[src/rtl/divider_share_scheduler_pkg.sv]
`default_nettype none
// ============================================================================
// Module      : divider_share_scheduler_pkg
// Description : Shared types and constants for the divider share scheduler:
//               FSM state encoding, divider latency default, count-zero
//               sentinels and the tag carried alongside each division.
// Revision    : 1.0 - initial release
// ============================================================================
package divider_share_scheduler_pkg;

    // Matches the div_gen_0 latency setting used by the position locator.
    localparam int c_latency_default = 26;

    // Tag id field is sized for the largest requester count we expect.
    localparam int c_tag_id_w = 8;

    // Reported in place of a quotient when the point count was zero.
    localparam logic [15:0] c_x_sentinel = 16'hffff;
    localparam logic [14:0] c_y_sentinel = 15'h7fff;

    // Scheduler FSM encoding.
    localparam logic [1:0] c_st_idle    = 2'd0;
    localparam logic [1:0] c_st_issue_x = 2'd1;
    localparam logic [1:0] c_st_issue_y = 2'd2;

    // Travels with each division so the returning quotient can be matched.
    typedef struct packed {
        logic                  valid;
        logic [c_tag_id_w-1:0] id;
        logic                  is_y;
        logic                  zero;
    } tag_t;

endpackage
`default_nettype wire

[src/rtl/divider_share_scheduler_if.sv]
`default_nettype none
// ============================================================================
// Module      : divider_share_scheduler_if
// Description : Bundles the requester handshake, the shared divider ports and
//               the result stream of the divider share scheduler. The slave
//               modport is the scheduler view; master is the environment view
//               (requesters, divider and result consumer).
// Revision    : 1.0 - initial release
// ============================================================================
interface divider_share_scheduler_if #(
    parameter int N_REQ = 4,
    parameter int ID_W  = 2
) ();

    logic [N_REQ-1:0]    req_valid;
    logic [32*N_REQ-1:0] req_acc_x;
    logic [32*N_REQ-1:0] req_acc_y;
    logic [24*N_REQ-1:0] req_count;
    logic [N_REQ-1:0]    req_ack;

    logic [31:0]         div_dividend;
    logic [23:0]         div_divisor;
    logic                div_valid;
    logic [39:0]         div_dout;

    logic                result_valid;
    logic [ID_W-1:0]     result_id;
    logic [15:0]         result_x;
    logic [14:0]         result_y;
    logic                busy;

    modport master (
        output req_valid, req_acc_x, req_acc_y, req_count, div_dout,
        input  req_ack, div_dividend, div_divisor, div_valid,
        input  result_valid, result_id, result_x, result_y, busy
    );

    modport slave (
        input  req_valid, req_acc_x, req_acc_y, req_count, div_dout,
        output req_ack, div_dividend, div_divisor, div_valid,
        output result_valid, result_id, result_x, result_y, busy
    );

endinterface
`default_nettype wire

[src/rtl/divider_share_scheduler_rr_arbiter.sv]
`default_nettype none
// ============================================================================
// Module      : divider_share_scheduler_rr_arbiter
// Description : Pointer-based round-robin arbiter. The first requester at or
//               above the pointer wins, wrapping to index 0. Produces a
//               one-hot grant and the binary index of the winner.
// Revision    : 1.0 - initial release
// ============================================================================
module divider_share_scheduler_rr_arbiter #(
    parameter int N_REQ = 4,
    parameter int ID_W  = 2
) (
    input  wire logic [N_REQ-1:0] i_req,
    input  wire logic [ID_W-1:0]  i_pointer,
    output logic      [N_REQ-1:0] o_grant,
    output logic      [ID_W-1:0]  o_grant_idx,
    output logic                  o_any
);

    localparam logic [ID_W:0] c_n_req = (ID_W+1)'(N_REQ);

    logic [2*N_REQ-1:0] w_req_dbl;
    logic [N_REQ-1:0]   w_req_rot;
    logic [ID_W-1:0]    w_offset;
    logic [ID_W:0]      w_sum;

    // Rotate so the pointer position lands on bit 0; wrap comes for free.
    assign w_req_dbl = {i_req, i_req};
    assign w_req_rot = N_REQ'(w_req_dbl >> i_pointer);

    // Lowest set bit of the rotated vector is the distance to the winner.
    always_comb begin
        w_offset = '0;
        for (int k = N_REQ - 1; k >= 0; k--) begin
            if (w_req_rot[k]) begin
                w_offset = ID_W'(k);
            end
        end
    end

    assign w_sum       = {1'b0, i_pointer} + {1'b0, w_offset};
    assign o_grant_idx = (w_sum >= c_n_req) ? ID_W'(w_sum - c_n_req) : w_sum[ID_W-1:0];
    assign o_any       = |i_req;
    assign o_grant     = o_any ? (N_REQ'(1) << o_grant_idx) : '0;

endmodule
`default_nettype wire

[src/rtl/divider_share_scheduler.sv]
`default_nettype none
// ============================================================================
// Module      : divider_share_scheduler
// Description : Time-shares one pipelined divider among N_REQ position
//               accumulators. Grants round-robin, issues x then y division
//               back-to-back, and matches returning quotients through a tag
//               pipeline to emit one {id, x, y} result per request.
// Revision    : 1.0 - initial release
// ============================================================================
module divider_share_scheduler
    import divider_share_scheduler_pkg::*;
#(
    parameter int N_REQ    = 4,
    parameter int ID_W     = 2,
    parameter int LATENCY  = c_latency_default,
    parameter int QUOT_LSB = 8
) (
    input wire logic                 clk,
    input wire logic                 reset,
    divider_share_scheduler_if.slave bus
);

    localparam logic [ID_W-1:0] c_last_idx = ID_W'(N_REQ - 1);

    logic [1:0]       r_state;
    logic [ID_W-1:0]  r_ptr;
    logic [31:0]      r_x;
    logic [31:0]      r_y;
    logic [23:0]      r_cnt;
    logic [ID_W-1:0]  r_id;
    logic [N_REQ-1:0] r_ack;
    logic             r_div_valid;
    logic [31:0]      r_dividend;
    logic [23:0]      r_divisor;
    tag_t             r_issue_tag;
    tag_t             r_tag [LATENCY];
    logic [15:0]      r_hold_x;
    logic             r_result_valid;
    logic [ID_W-1:0]  r_result_id;
    logic [15:0]      r_result_x;
    logic [14:0]      r_result_y;

    logic [N_REQ-1:0] w_grant;
    logic [ID_W-1:0]  w_grant_idx;
    logic             w_any;
    logic [ID_W-1:0]  w_next_ptr;
    logic [31:0]      w_sel_x;
    logic [31:0]      w_sel_y;
    logic [23:0]      w_sel_cnt;
    tag_t             w_exit_tag;
    logic             w_tags_busy;
    logic             w_unused;

    divider_share_scheduler_rr_arbiter #(
        .N_REQ (N_REQ),
        .ID_W  (ID_W)
    ) u_arbiter (
        .i_req       (bus.req_valid),
        .i_pointer   (r_ptr),
        .o_grant     (w_grant),
        .o_grant_idx (w_grant_idx),
        .o_any       (w_any)
    );

    assign w_next_ptr = (w_grant_idx == c_last_idx) ? '0 : w_grant_idx + ID_W'(1);

    // Select the winning requester's operands from the packed buses.
    always_comb begin
        w_sel_x   = '0;
        w_sel_y   = '0;
        w_sel_cnt = '0;
        for (int k = 0; k < N_REQ; k++) begin
            if (w_grant_idx == ID_W'(k)) begin
                w_sel_x   = bus.req_acc_x[32*k +: 32];
                w_sel_y   = bus.req_acc_y[32*k +: 32];
                w_sel_cnt = bus.req_count[24*k +: 24];
            end
        end
    end

    // Grant / issue FSM; divider inputs and the issue tag are registered together.
    always_ff @(posedge clk) begin
        if (reset) begin
            r_state     <= c_st_idle;
            r_ptr       <= '0;
            r_x         <= '0;
            r_y         <= '0;
            r_cnt       <= '0;
            r_id        <= '0;
            r_ack       <= '0;
            r_div_valid <= 1'b0;
            r_dividend  <= '0;
            r_divisor   <= '0;
            r_issue_tag <= '0;
        end else begin
            r_ack       <= '0;
            r_div_valid <= 1'b0;
            r_dividend  <= '0;
            r_divisor   <= '0;
            r_issue_tag <= '0;
            case (r_state)
                c_st_idle: begin
                    if (w_any) begin
                        r_ack   <= w_grant;
                        r_x     <= w_sel_x;
                        r_y     <= w_sel_y;
                        r_cnt   <= w_sel_cnt;
                        r_id    <= w_grant_idx;
                        r_ptr   <= w_next_ptr;
                        r_state <= c_st_issue_x;
                    end
                end
                c_st_issue_x: begin
                    r_div_valid       <= 1'b1;
                    r_dividend        <= r_x;
                    r_divisor         <= r_cnt;
                    r_issue_tag.valid <= 1'b1;
                    r_issue_tag.id    <= c_tag_id_w'(r_id);
                    r_issue_tag.is_y  <= 1'b0;
                    r_issue_tag.zero  <= (r_cnt == '0);
                    r_state           <= c_st_issue_y;
                end
                c_st_issue_y: begin
                    r_div_valid       <= 1'b1;
                    r_dividend        <= r_y;
                    r_divisor         <= r_cnt;
                    r_issue_tag.valid <= 1'b1;
                    r_issue_tag.id    <= c_tag_id_w'(r_id);
                    r_issue_tag.is_y  <= 1'b1;
                    r_issue_tag.zero  <= (r_cnt == '0);
                    r_state           <= c_st_idle;
                end
                default: r_state <= c_st_idle;
            endcase
        end
    end

    // Tag delay line: the tag exits in the same cycle its quotient appears on div_dout.
    always_ff @(posedge clk) begin
        if (reset) begin
            for (int k = 0; k < LATENCY; k++) begin
                r_tag[k] <= '0;
            end
        end else begin
            r_tag[0] <= r_issue_tag;
            for (int k = 1; k < LATENCY; k++) begin
                r_tag[k] <= r_tag[k-1];
            end
        end
    end

    assign w_exit_tag = r_tag[LATENCY-1];

    // Any division still in flight keeps the block busy.
    always_comb begin
        w_tags_busy = r_issue_tag.valid;
        for (int k = 0; k < LATENCY; k++) begin
            w_tags_busy = w_tags_busy | r_tag[k].valid;
        end
    end

    // Hold the x quotient, then emit the full result when the y quotient returns.
    always_ff @(posedge clk) begin
        if (reset) begin
            r_hold_x       <= '0;
            r_result_valid <= 1'b0;
            r_result_id    <= '0;
            r_result_x     <= '0;
            r_result_y     <= '0;
        end else begin
            r_result_valid <= 1'b0;
            if (w_exit_tag.valid && !w_exit_tag.is_y) begin
                r_hold_x <= bus.div_dout[QUOT_LSB +: 16];
            end
            if (w_exit_tag.valid && w_exit_tag.is_y) begin
                r_result_valid <= 1'b1;
                r_result_id    <= w_exit_tag.id[ID_W-1:0];
                r_result_x     <= w_exit_tag.zero ? c_x_sentinel : r_hold_x;
                r_result_y     <= w_exit_tag.zero ? c_y_sentinel : bus.div_dout[QUOT_LSB +: 15];
            end
        end
    end

    // Upper tag id bits and the fractional / high quotient bits are not needed.
    assign w_unused = ^{w_exit_tag.id, bus.div_dout};

    assign bus.req_ack      = r_ack;
    assign bus.div_valid    = r_div_valid;
    assign bus.div_dividend = r_dividend;
    assign bus.div_divisor  = r_divisor;
    assign bus.result_valid = r_result_valid;
    assign bus.result_id    = r_result_id;
    assign bus.result_x     = r_result_x;
    assign bus.result_y     = r_result_y;
    assign bus.busy         = (r_state != c_st_idle) | w_tags_busy;

endmodule
`default_nettype wire
[src/flat_wrapper.sv]
// flat-port wrapper written by rule: the top's interface ports become plain ports
module divider_share_scheduler_flat import divider_share_scheduler_pkg::*;
#(
    parameter int N_REQ    = 4,
    parameter int ID_W     = 2,
    parameter int LATENCY  = c_latency_default,
    parameter int QUOT_LSB = 8
)
  (clk, reset, bus_req_valid, bus_req_acc_x, bus_req_acc_y, bus_req_count, bus_div_dout, bus_req_ack, bus_div_dividend, bus_div_divisor, bus_div_valid, bus_result_valid, bus_result_id, bus_result_x, bus_result_y, bus_busy);
  divider_share_scheduler_if #(.N_REQ(N_REQ), .ID_W(ID_W)) bus_i ();
  input wire logic clk;
  input wire logic reset;
  input wire logic [$bits(bus_i.req_valid)-1:0] bus_req_valid;
  input wire logic [$bits(bus_i.req_acc_x)-1:0] bus_req_acc_x;
  input wire logic [$bits(bus_i.req_acc_y)-1:0] bus_req_acc_y;
  input wire logic [$bits(bus_i.req_count)-1:0] bus_req_count;
  input wire logic [$bits(bus_i.div_dout)-1:0] bus_div_dout;
  output wire logic [$bits(bus_i.req_ack)-1:0] bus_req_ack;
  output wire logic [$bits(bus_i.div_dividend)-1:0] bus_div_dividend;
  output wire logic [$bits(bus_i.div_divisor)-1:0] bus_div_divisor;
  output wire logic [$bits(bus_i.div_valid)-1:0] bus_div_valid;
  output wire logic [$bits(bus_i.result_valid)-1:0] bus_result_valid;
  output wire logic [$bits(bus_i.result_id)-1:0] bus_result_id;
  output wire logic [$bits(bus_i.result_x)-1:0] bus_result_x;
  output wire logic [$bits(bus_i.result_y)-1:0] bus_result_y;
  output wire logic [$bits(bus_i.busy)-1:0] bus_busy;
  assign bus_i.req_valid = bus_req_valid;
  assign bus_i.req_acc_x = bus_req_acc_x;
  assign bus_i.req_acc_y = bus_req_acc_y;
  assign bus_i.req_count = bus_req_count;
  assign bus_i.div_dout = bus_div_dout;
  assign bus_req_ack = bus_i.req_ack;
  assign bus_div_dividend = bus_i.div_dividend;
  assign bus_div_divisor = bus_i.div_divisor;
  assign bus_div_valid = bus_i.div_valid;
  assign bus_result_valid = bus_i.result_valid;
  assign bus_result_id = bus_i.result_id;
  assign bus_result_x = bus_i.result_x;
  assign bus_result_y = bus_i.result_y;
  assign bus_busy = bus_i.busy;
  divider_share_scheduler #(.N_REQ(N_REQ), .ID_W(ID_W), .LATENCY(LATENCY), .QUOT_LSB(QUOT_LSB)) u_core (.clk(clk), .reset(reset), .bus(bus_i));
endmodule
[config.mk]
export PLATFORM = sky130hd
export DESIGN_NAME = divider_share_scheduler_flat
export DESIGN_NICKNAME = d
export VERILOG_FILES = /design/src/rtl/divider_share_scheduler_pkg.sv /design/src/rtl/divider_share_scheduler_if.sv /design/src/rtl/divider_share_scheduler_rr_arbiter.sv /design/src/rtl/divider_share_scheduler.sv /design/src/flat_wrapper.sv
export SDC_FILE = /design/constraint.sdc
export NUM_CORES = 1
export LEC_CHECK = 0
export BUFFER_PORTS_ARGS = -buffer_cell sky130_fd_sc_hd__buf_2
export CORE_AREA = 10 10 181 183
export CTS_CLUSTER_DIAMETER = 50
export DETAILED_ROUTE_END_ITERATION = 16
export DIE_AREA = 0 0 191 193
export MAX_ROUTING_LAYER = met4
export PLACE_DENSITY_LB_ADDON = 0.2
export SETUP_SLACK_MARGIN = 0.4
export SKIP_CTS_REPAIR_TIMING = 1
export SYNTH_ARGS = -nofsm -noshare
export SYNTH_HDL_FRONTEND = slang
export SYNTH_SLANG_ARGS = --single-unit
[constraint.sdc]
create_clock -name clk -period 10.2 [get_ports clk]
set_input_delay 3.06 -clock clk [delete_from_list [all_inputs] [get_ports clk]]
set_output_delay 3.06 -clock clk [all_outputs]
set_load 0.005 [all_outputs]
Word-level counts from Yosys, hierarchy flattened --
Memories as Yosys holds them, arrays and structs flattened. Index checks and enable logic that the tools add are counted.
Cells by class: add/subtract/negate cells 3, magnitude comparators 1, equal/unequal tests 6, shift-type cells 2, mux-type cells 55, bitwise gates (word level) 56, reductions and logical operators 12
Operators with widths (number):
- $mux 11 | 26
- $mux 32 | 8
- $mux 24 | 4
- $pmux 32 s2 | 1
- $or 1x1->1 | 53
- $logic_not 24->1 | 1
- $pmux 11 s2 | 1
- $mux 16 | 1
- $mux 15 | 1
- $mux 2 | 7
- $shr 8x2->4 | 1
- $eq 2x2->1 const B | 3
- $mux 1 | 5
- $eq 2x1->1 const B | 2
- $logic_not 2->1 | 2
- $pmux 2 s2 | 1
- $reduce_or 2->1 | 2
- $reduce_or 4->1 | 1
- $shl 1x2->4 const A | 1
- $add 2x2->3 | 1
- $ge 3x3->1 const B | 1
- $not 1->1 | 3
- $reduce_or 3->1 | 1
- $add 2x1->2 const B | 1
- 6 further kinds | 7
Word-level totals: flip-flop bits (word level) 216, RAM bits 286, input port bits 398, output and inout port bits 96, word-level logic and storage cells 155, memories kept 1
Memories:
- u_core.r_tag | depth 26, width 11, read ports 26, clocked after memory_dff 0, wr ports 26, line divider_share_scheduler.sv:36 | tag_t r_tag [LATENCY];

Logic depth before layout (Yosys ltp) --
Gate-level depths: netlist of run 1.
depth after elaboration 27, mapped depth 17, gate-level depth less buffers 13

Hierarchy --
From an unflattened synthesis of run 1, not the netlist that was laid out.
Second synthesis, totals: cell total of the unflattened synthesis 1575, area, all modules 14106.0 µm²
Modules (own cells, without submodules):
- divider_share_scheduler | instances 1, cells each 1533, area an instance 13779.5 µm², seq. area each 6786.5 µm²
- divider_share_scheduler_rr_arbiter | instances 1, cells each 42, area an instance 326.6 µm², seq. area each 0.0 µm²

Least setup slack after synthesis of run 1 --
OpenSTA, ideal clock, no wires.
kind in2reg, start input bus_req_valid[2], end register u_core.r_cnt[13], setup time 0.141 ns, data arrival time 5.650 ns, data required time 10.059 ns, setup slack 4.409 ns, cell stages on the path 16, path buffers 5, path through buf_6 or4_1 o211ai_1 ha_1 xnor2_1 xnor2_2 ha_1 buf_2 nor2b_1 buf_2 buf_6 buf_2 a221oi_1 nor3_1 a211oi_2 nor3_2
On the way: word-level cells in the longest chain between the ends 13, elaborated cells on any way between the ends 19, classes of those cells 2 x add/sub; 1 x order compare; 3 x eq/ne; 1 x shift; 9 x mux; 3 x reduce/logical
RTL lines:
- from (decl) | line flat_wrapper.sv:13 | input wire logic [$bits(bus_i.req_valid)-1:0] bus_req_valid;
- $shr 8x2->4 | line divider_share_scheduler_rr_arbiter.sv:29 | assign w_req_rot = N_REQ'(w_req_dbl >> i_pointer);
- $mux 2 (4 in a row) | line divider_share_scheduler_rr_arbiter.sv:35 | if (w_req_rot[k]) begin
- $add 2x2->3 | line divider_share_scheduler_rr_arbiter.sv:41 | assign w_sum = {1'b0, i_pointer} + {1'b0, w_offset};
- $ge 3x3->1 or $sub 2x1->2 (tied branches) | line divider_share_scheduler_rr_arbiter.sv:42 | assign o_grant_idx = (w_sum >= c_n_req) ? ID_W'(w_sum - c_n_req) : w_sum[ID_W-1:0];
- $mux 2 | line divider_share_scheduler_rr_arbiter.sv:42
- $logic_not 2->1 | line divider_share_scheduler.sv:73 | if (w_grant_idx == ID_W'(k)) begin
- $mux 24 (4 in a row) | line divider_share_scheduler.sv:73
- to (signal assigned) | line divider_share_scheduler.sv:107 | r_cnt <= w_sel_cnt;
- to (decl) | line divider_share_scheduler.sv:29 | logic [23:0] r_cnt;
Parallel ways exist; a longest one is shown, timed or not. A chain may end at the register's enable or synchronous reset.

Worst setup path after layout of run 1 --
start input bus_req_valid[2], end register u_core.r_y[31]
On the way: word-level cells in the longest chain between the ends 13, elaborated cells on any way between the ends 19, classes of those cells 2 x add/sub; 1 x order compare; 3 x eq/ne; 1 x shift; 9 x mux; 3 x reduce/logical
RTL lines:
- $shr 8x2->4 | line divider_share_scheduler_rr_arbiter.sv:29
- $mux 2 (4 in a row) | line divider_share_scheduler_rr_arbiter.sv:35
- $add 2x2->3 | line divider_share_scheduler_rr_arbiter.sv:41
- $ge 3x3->1 or $sub 2x1->2 (tied branches) | line divider_share_scheduler_rr_arbiter.sv:42
- $mux 2 | line divider_share_scheduler_rr_arbiter.sv:42
- $logic_not 2->1 | line divider_share_scheduler.sv:73
- $mux 32 (4 in a row) | line divider_share_scheduler.sv:73
- to (signal assigned) | line divider_share_scheduler.sv:106 | r_y <= w_sel_y;
- to (decl) | line divider_share_scheduler.sv:28 | logic [31:0] r_y;
Parallel ways exist; a longest one is shown, timed or not.

==> summary.md, run 1 <==
| Metric | Value |
|---|---|
| Run status | complete, no violations |
| Initial antenna violation count | 6 |
| Core Rows | 63 |
| Final hold vios | 0 |
| CORE AREA | 0.0292 mm^2 |
| Pwr Density | 304 mW/mm^2 |
| Max Cap Viol | 0 |
| Clock H-tree levels | 2 |
| FILL cells | between 2k and 3k |
| Cts bufs inserted | 37 |
| Final nets | roughly 2.2k |
| Count leader, synth | dfxtp_1 |
| Top cell type by total area after synthesis | dfxtp_1 |
| Vias in the first global route | around 12k |
| Total track usage | 0.229 |
| Finished Layout Cells | 2234 |
| Hold_ws | 0.427 ns |
| Most area-consuming cells after synthesis | dfxtp_1, nor2b_1, nor3_1 |
| VDD IR max | 222 uV |
| Cell area after synthesis | 0.0136 mm^2 |
| Post-synth EDFFs | 0 |
| CTS sink count | between 300 and 400 |
| Total congestion overflow | 0 |
| Longest Clk Path Bufs | 3 |
| Syn Area/Cell | 9.49 um^2 |
| Number of buffers added on ports | 469 |
| RD Place Congestion | 1.01 |
| Setup crit start kind | primary input |
| Global-route wire length before repair | 64800 um |
| Synth top area share | 0.501 |
| Wire per inst | 19.8 um |
| Min cycle time layout | 6.51 ns |
| Max Fclk | between 150 and 200 MHz |
| Setup CP Type | primary input to flop |
| Seq/Total Area, Yosys | 0.501 |
| Largest net degree at the start of global routing | 178 |
| Critical path endpoint category | flop |
| Ys flop type | dfxtp_1 |
| Syn-to-layout area delta | 26.1% |
| Dpl ws | 3.18 ns |
| Tot Pwr | 0.00521 W |
| Setup Skew | 0.0135 ns |
| Post-DR vias/cell | about 5.3 |
| Vias | 11.8k |
| Unrepaired setup endpoints after global routing | no |
| Slew Limit Fails | 0 |
| DRT antenna net count | 0 |
| Final WS setup | 3.69 ns |
| Ratio of cells with drive above 1 in the final layout | 0.339 |
| Post-route DRC | 0 |
| Mapped Cells | 1432 |
| Boundary Pins | around 500 |
| Clk pin slew, worst setup/hold paths | 0.06 ns |
| Syn Nets | 1839 |
| Final Setup Violations | 0 |
| Least-Margin Pin Slew | 1.23 ns |
| Worst slew margin | 0.179 |
| Leakage | 7.26 nW |
| Root buffer cell | clkbuf_16 |
| Worst-Skew Late Latency | 0.51 ns |
| Asr flop ratio synth | 0 |
| Detailed Place HPWL | 32700 um |
| Die area | 0.0369 mm^2 |
| DIE HEIGHT | 193 um |
| FF+latch count, synth | 340 |
| YS warnings | 0 |
| Netlist cell types | 40 |
| Setup_tns | 0 ns |
| Top cells by count, synth | dfxtp_1, nor2b_1, nor3_1, nor2_1, a221oi_1 |
| Die width | 191 um |
| Worst Hold Class | flop to flop |
| Drt initial violations | 816 |
| Total Wirelength | 44300 um |
| CTS tree | done |
| Placed insts | around 2.2k |
| Arr. time, crit path | between 6 and 7 ns |
| First-pass iteration count of the detailed router | 5 |
| Starting Density | 0.465 |
| Critical-path maximum fanout | 32 |
| Period Utilization, post-route | 0.638 |
| CP required | 10.63 ns |
per-stage QoR:
step,instance area [um^2],utilization
2_1_floorplan,13600,-
3_3_place_gp,15900,0.544
3_5_place_dp,15900,0.544
4_1_cts,17100,0.586
5_1_grt,17100,0.586
6_report,17100,0.586
layout by cell type (no fill, tap or decap), drive strengths merged:
cell,Yosys,final
and2,27,27
bufinv,0,3
nor2,130,130
nor3,239,239
nor2b,221,221
and4,1,1
o21a,3,3
and3,2,2
a32oi,1,1
a211oi,88,88
a22o,32,32
xnor2,2,2
o311a,1,1
nand2b,4,4
clkinvlp,0,1
ha,9,9
o32ai,2,2
a221oi,87,87
nand4,2,2
o211ai,3,3
diode,0,5
and2b,1,1
a21oi,26,26
or4,1,1
dfxtp,340,340
clkinv,0,5
nand3,3,3
nand2,45,45
clkbuf,85,53
nor4b,1,1
buf,53,480
a311oi,1,1
inv,6,9
nand3b,1,1
nor4,15,15
per-layer routing:
metal  routed length (um)  GRT usage  share of wire
met5                    0          -              0
met4                  784     0.0612          0.018
met3                 3600     0.0576          0.081
met2                21500      0.366           0.48
met1                18500      0.283           0.42
kinds of logic (layout without fill, tap and decap cells):
group / Yosys count / count (layout) / synth area share
other: 0 / 5 / 0
buffers and inverters: 144 / 551 / 0.0523
AOI/OAI and AO/OA: 244 / 244 / 0.154
DFF: 340 / 340 / 0.501
xor gates and xnor gates: 2 / 2 / 0.00184
adders and majority gates: 9 / 9 / 0.00829
and+or+nand+nor: 693 / 693 / 0.283
worst paths after layout:
| check | from | end | slack [ns] | depth (start not counted) |
|---|---|---|---|---|
| max | bus_req_valid[2] | u_core.r_y[31] | 3.69 | 13 |
| max reg2reg | u_core.r_ptr[0] | u_core.r_y[31] | 5.90 | 13 |
| min reg2reg | u_core.r_tag[0][156] | u_core.r_tag[0][167] | 0.43 | 1 |
| min | u_core.r_tag[0][156] | u_core.r_tag[0][167] | 0.43 | 1 |
power by group:
part           switching, W  internal (W)  leakage, nW  total (W)
registers          0.000107       0.00152         2.76    0.00162
logic               0.00138      0.000865         3.89    0.00225
clock network      0.000517      0.000815        0.604    0.00133
sequential cells by signal (all words and copies together) (netlist names), 15 cells and up:
name                     cells
u_core.r_hold_x             16
u_core.r_cnt                24
u_core.r_x                  32
u_core.r_y                  32
u_core.bus.div_dividend     32
u_core.bus.div_divisor      24
u_core.bus.result_x         16
u_core.r_tag               130
u_core.bus.result_y         15
cell type report:
class / count / area, um^2 / area share
antenna: 5 / 12.5 / 0.000730
clock buffer: 53 / 1080 / 0.0629
timing repair buffer: 480 / 2450 / 0.143
multi-input combinational: 948 / 6130 / 0.357
inverter: 6 / 22.5 / 0.00131
tap: 390 / 488 / 0.0285
clock inverter: 12 / 151 / 0.00883
sequential: 340 / 6810 / 0.397
critical path, stage by stage:
cell and delay, ns:
buf_2 0.16, or4_1 0.52, o211ai_1 0.10, ha_1 0.18
xnor2_1 0.09, xnor2_2 0.47, ha_1 0.37, nor2b_4 0.56
buf_4 0.45, a221oi_1 0.14, nor3_1 0.49, a211oi_1 0.10
nor3_1 0.19
Note: power is estimated with default switching activity, not from simulation.
==> run 2, diff against run 1 <==
- clock period: 10.2 -> 6.5 ns (I/O delays scaled with it)
==> run 2 against run 1 <==
Final cell count increased by 0.54%. Cell area up 0.35%. Count of clock-buffer cells in the layout is 2 lower. Global-route usage is 1.3 points higher. First-iteration DRC count fell by 15%. Wire length grew 4.7%. Die area stayed put. Total power is 58% higher. Worst setup slack lost 2.4 ns.
==> summary.md, run 2 (synthesis gave the netlist of run 1 again) <==
| Metric | Value |
|---|---|
| Run status | complete, no violations |
| CTS tree | done |
| Vias | 11.9k (+1.1%) |
| Boundary Pins | 494 (unchanged) |
| Setup Skew | 0.0252 ns (+0.0117 ns) |
| Total congestion overflow | 0 (unchanged) |
| Die area | 0.0369 mm^2 (unchanged) |
| Detailed Place HPWL | 34500 um (+5.7%) |
| Pwr Density | 478 mW/mm^2 (+57%) |
| Max Fclk | about 190 MHz |
| WHS Path Cells | 1 (unchanged) |
| Setup_tns | 0 ns (unchanged) |
| Total track usage | 0.242 (+0.0129) |
| Worst slew margin | 0.177 (-0.00210) |
| Met3 wire len | 3110 um (-14%) |
| WL met2 | 22600 um (+5.0%) |
| Final hold vios | 0 (unchanged) |
| Post-route DRC | 0 (unchanged) |
| Clk pin slew, worst setup/hold paths | 0.06 ns (about the same) |
| Metal-1 WL | 19600 um (+6.0%) |
| Worst Hold End | u_core.r_tag[0][132] |
| RR Startpoint | u_core.r_ptr[0] |
| Root buffer cell | clkbuf_16 |
| Critical path's slowest cell | or4_1 |
| Min cycle time layout | between 5 and 6 ns |
| Longest Clk Path Bufs | 3 (unchanged) |
| Post-DR vias/cell | 5.30 (+0.56%) |
| Top sig layer | met4 |
| Largest net degree at the start of global routing | 100 (-44%) |
| Leakage | 7.28 nW (+0.23%) |
| Largest Register | u_core.r_tag |
| Initial antenna violation count | 15 (+9) |
| Critical path origin | bus_req_valid[2] |
| CORE AREA | 0.0292 mm^2 (unchanged) |
| Buf/Inv on CP | 3 (+1) |
| Number of buffers added on ports | 469 (unchanged) |
| Unrepaired setup endpoints after global routing | no |
| CTS sink count | 340 (unchanged) |
| Syn-to-layout area delta | 26.6% |
| Core Rows | 63 (unchanged) |
| FF-to-FF path depth | 14 (+1) |
| Max reg flops | 130 (unchanged) |
| Worst Hold Class | flop to flop |
| CP required | 6.93 ns (-3.70 ns) |
| Drt initial violations | 694 (-15%) |
| Cts bufs inserted | 37 (unchanged) |
| Final WS setup | 1.34 ns (-2.35 ns) |
| Vias in the first global route | 11.4k (-0.91%) |
| Period Utilization, post-route | 0.794 |
| RD Place Congestion | 0.995 (-0.96%) |
| Final nets | 2227 (+0.32%) |
| DIE HEIGHT | 193 um (unchanged) |
| Critical path endpoint category | flop |
| Starting Density | 0.465 (unchanged) |
| Critical-path maximum fanout | 58 (+81%) |
| First-pass iteration count of the detailed router | 6 (+1) |
| Arr. time, crit path | 5.59 ns (-1.35 ns) |
| Setup CP Type | primary input to flop |
| Total Wirelength | 46400 um (+4.7%) |
| Dpl ws | 0.926 ns (-2.26 ns) |
| Final Setup Violations | 0 (unchanged) |
| Most frequent cells in the layout | buf_2, dfxtp_1, nor2b_1, nor3_1, nor2_1 |
| Setup crit start kind | primary input |
| Commonest non-fill, non-tap cell in the layout | buf_2 |
| Hold Crit Start | u_core.r_tag[0][121] |
| VDD IR max | 305 uV (+38%) |
| Critical Path, Cell by Cell | buf_2 > or4_1 > o211ai_1 > ha_1 > xnor2_1 > xnor2_2 > ha_1 > nor2b_4 > buf_12 > buf_4 > a221oi_1 > nor3_1 > a211oi_1 > nor3_1 |
| Slew Limit Fails | 0 (unchanged) |
| Max Cap Viol | 0 (unchanged) |
| Least-Margin Pin Slew | 1.23 ns (+0.00316 ns) |
| Flop-to-flop setup slack | 2.45 ns (-3.45 ns) |
| DRT antenna net count | 0 (unchanged) |
| Critical R2R Capture | u_core.r_x[22] |
| Wire per inst | 20.7 um (+4.1%) |
| Worst-Skew Late Latency | 0.52 ns (about the same) |
| Clock H-tree levels | 2 (unchanged) |
| Ratio of cells with drive above 1 in the final layout | 0.340 (+0.000880) |
| Top delay family on crit path | simple AND/OR/NAND/NOR gates |
| Die width | 191 um (unchanged) |
| CP peak stage delay | 0.50 ns (-0.06 ns) |
| Global-route wire length before repair | 67200 um (+3.7%) |
## run 2: area by class of cell
class | instances | area (um^2)
Fill cell | 2639 | 12000
Sequential cell | 340 | 6810
Multi-Input combinational cell | 948 | 6130
Timing Repair Buffer | 487 | 2550
Clock buffer | 51 | 998
Tap cell | 390 | 488
Clock inverter | 14 | 176
Antenna cell | 10 | 25.0
Inverter | 6 | 22.5
## run 2: per-stage QoR
stage	instance area [um^2]	cells	hold WS [ns]	total power (W)	utilization
2_1_floorplan	13600	1432	0.414	0.00519	-
3_3_place_gp	16000	2171	0.416	0.00619	0.547
3_5_place_dp	16000	2171	0.423	0.00624	0.547
4_1_cts	17200	2236	0.420	0.00827	0.587
5_1_grt	17200	2244	0.439	0.00873	0.588
6_report	17200	2246	0.420	0.00822	0.588
## run 2: how the worst max path moves through the flow
stage / to / slack, ns / cells after the start
3_5_place_dp: u_core.r_y[14] / 0.93 / 14
4_1_cts: u_core.r_y[14] / 1.44 / 14
6_report: u_core.r_x[22] / 1.34 / 14
3_3_place_gp: u_core.r_y[14] / 0.91 / 14
5_1_grt: u_core.r_x[25] / 1.17 / 14
2_1_floorplan: u_core.r_cnt[13] / 1.82 / 16
## run 2: report_power, final
part           total (W)  internal (W)  switching (W)
combinational    0.00365       0.00145        0.00220
clock            0.00203       0.00121       0.000823
sequential       0.00255       0.00238       0.000165
## run 2: routing by layer
metal  vias to the layer above  GRT usage
met2                       428      0.391
met4                         0     0.0669
met1                      5534      0.302
li1                       5856          -
met3                        86     0.0504
met5                         -          -
==> run 3, diff against run 2 <==
- clock period: 6.5 -> 5.2 ns (I/O delays scaled with it)
==> run 3 against run 2 <==
Total power is 27% higher. Flip-flop and latch count stayed put. Count of clock-buffer cells in the layout is 3 higher. Utilization is 0.59 points higher. Critical path type unchanged. Critical endpoint is now u_core.r_y[31]. Highest routed layer unchanged.
==> summary.md, run 3 (synthesis gave the netlist of run 1 again) <==
| Metric | Value |
|---|---|
| Vias in the first global route | 11.6k (+1.5%) |
| Final Setup Violations | 0 (unchanged) |
| Least-Margin Pin Slew | 1.15 ns (-0.0820 ns) |
| Slew Limit Fails | 0 (unchanged) |
| Clk pin slew, worst setup/hold paths | 0.06 ns (about the same) |
| Post-route DRC | 0 (unchanged) |
| Max Fclk | 240 MHz |
| DRT antenna net count | 0 (unchanged) |
| Boundary Pins | 494 (unchanged) |
| Initial antenna violation count | 13 (-2) |
| Most frequent cells in the layout | buf_2, dfxtp_1, nor2b_1, nor3_1, nor2_1 |
| RD Place Congestion | 0.967 (-2.8%) |
| Critical path's slowest cell | a221oi_1 |
| Starting Density | 0.465 (unchanged) |
| CP peak stage delay | 0.57 ns (+0.07 ns) |
| Die area | 0.0369 mm^2 (unchanged) |
| Max reg flops | 130 (unchanged) |
| Period Utilization, post-route | 0.801 |
| CP required | 5.55 ns (-1.38 ns) |
| Global-route wire length before repair | 67000 um (-0.33%) |
| Critical Path, Cell by Cell | buf_2 > or4_1 > o211ai_1 > ha_1 > xnor2_1 > xnor2_2 > buf_4 > ha_4 > buf_4 > a221oi_1 > nor3_1 > a211oi_1 > nor3_1 |
| Longest Clk Path Bufs | 3 (unchanged) |
| Drt initial violations | 645 (-7.1%) |
| First-pass iteration count of the detailed router | 5 (-1) |
| Number of buffers added on ports | 469 (unchanged) |
| Post-DR vias/cell | 5.22 (-1.4%) |
| Run status | complete, no violations |
| Syn-to-layout area delta | 27.9% |
| Placed insts | 2180 (+0.41%) |
| Top delay family on crit path | compound AO/OA/AOI/OAI gates |
| Commonest non-fill, non-tap cell in the layout | buf_2 |
| CTS tree | done |
| Total track usage | 0.239 (-0.00287) |
| Final nets | 2236 (+0.40%) |
| Unrepaired setup endpoints after global routing | no |
| Detailed Place HPWL | 34200 um (-0.91%) |
| Total congestion overflow | 0 (unchanged) |
| Worst Hold Class | flop to flop |
| Wire per inst | 20.3 um (-1.7%) |
| Setup_tns | 0 ns (unchanged) |
| Worst-Skew Late Latency | 0.51 ns (about the same) |
| Max Cap Viol | 0 (unchanged) |
| Vias | 11.8k (-1.2%) |
| Pwr Density | 602 mW/mm^2 (+26%) |
| Tot Pwr | 0.0105 W (+27%) |
| Total Wirelength | 45700 um (-1.5%) |
| Ratio of cells with drive above 1 in the final layout | 0.345 (+0.00500) |
| Dpl ws | 0.576 ns (-0.350 ns) |
| Min cycle time layout | 4.16 ns |
| Setup CP Type | primary input to flop |
| CORE AREA | 0.0292 mm^2 (unchanged) |
| Final hold vios | 0 (unchanged) |
| Die width | 191 um (unchanged) |
| Critical path endpoint category | flop |
| FILL cells | 2665 (+0.99%) |
| Finished Layout Cells | 2252 (+0.27%) |
| Clock H-tree levels | 2 (unchanged) |
| Setup Skew | 0.0160 ns (-0.00921 ns) |
| Largest net degree at the start of global routing | 107 (+7.0%) |
| CTS sink count | 340 (unchanged) |
| Setup crit start kind | primary input |
| Core Rows | 63 (unchanged) |
| Cts bufs inserted | 37 (unchanged) |
| Leakage | 7.37 nW (+1.3%) |
| VDD IR max | 371 uV (+22%) |
| Final WS setup | 1.04 ns (-0.302 ns) |
| Buf/Inv on CP | 3 (unchanged) |
| Arr. time, crit path | 4.51 ns (-1.08 ns) |
| Worst slew margin | 0.230 (+0.0528) |
| Critical-path maximum fanout | 46 (-21%) |
| Root buffer cell | clkbuf_16 |
| Largest Register | u_core.r_tag |
| DIE HEIGHT | 193 um (unchanged) |
## run 3: cell count changes in the layout (fill, tap and decap cells not counted)
| cell | change |
|---|---|
| buf_4 | +6 |
| clkbuf_8 | +5 |
| clkbuf_1 | -4 |
| buf_12 | +3 |
| clkbuf_16 | +2 |
| clkinv_2 | -2 |
| clkinv_4 | -2 |
| diode_2 | -2 |
| inv_6 | +1 |
| inv_8 | -1 |
## run 3: path summary, 6_finish.rpt
| kind | startpoint | endpoint | slack [ns] | cells past startpoint |
|---|---|---|---|---|
| worst max-delay path | bus_req_valid[2] | u_core.r_y[31] | 1.04 | 13 |
| worst min-delay path | u_core.r_tag[0][122] | u_core.r_tag[0][133] | 0.43 | 1 |
| worst max register to register | u_core.r_ptr[0] | u_core.r_y[31] | 1.71 | 13 |
| worst min register to register | u_core.r_tag[0][122] | u_core.r_tag[0][133] | 0.43 | 1 |
## run 3: final cells by class
cell class	instances	area, um^2	area share
multi-input combinational	948	6130	0.353
clock inverter	10	146	0.00843
timing repair buffer	496	2660	0.153
tap	390	488	0.0281
antenna	8	20.0	0.00115
clock buffer	54	1100	0.0634
inverter	6	22.5	0.00130
sequential	340	6810	0.392
## run 3: per-layer routing
metal  vias up  part of all wire  GRT usage
met5         -                 0          -
met1      5424              0.41      0.294
met2       414              0.50      0.390
li1       5874                 -          -
met4         0             0.017     0.0609
met3        52             0.074     0.0552
## run 3: stage by stage
stage	util	cell area, um^2	hold slack (ns)
global placement	0.551	16100	0.416
CTS	0.593	17400	0.430
floorplan	-	13600	0.414
detailed placement	0.551	16100	0.422
finish	0.594	17400	0.429
global route	0.594	17400	0.434
## run 3: power by group
| part | total, W | leakage, nW | internal (W) | switching, W |
|---|---|---|---|---|
| combinational | 0.00464 | 4.00 | 0.00193 | 0.00271 |
| sequential | 0.00318 | 2.76 | 0.00298 | 0.000204 |
| clock | 0.00264 | 0.609 | 0.00163 | 0.00101 |
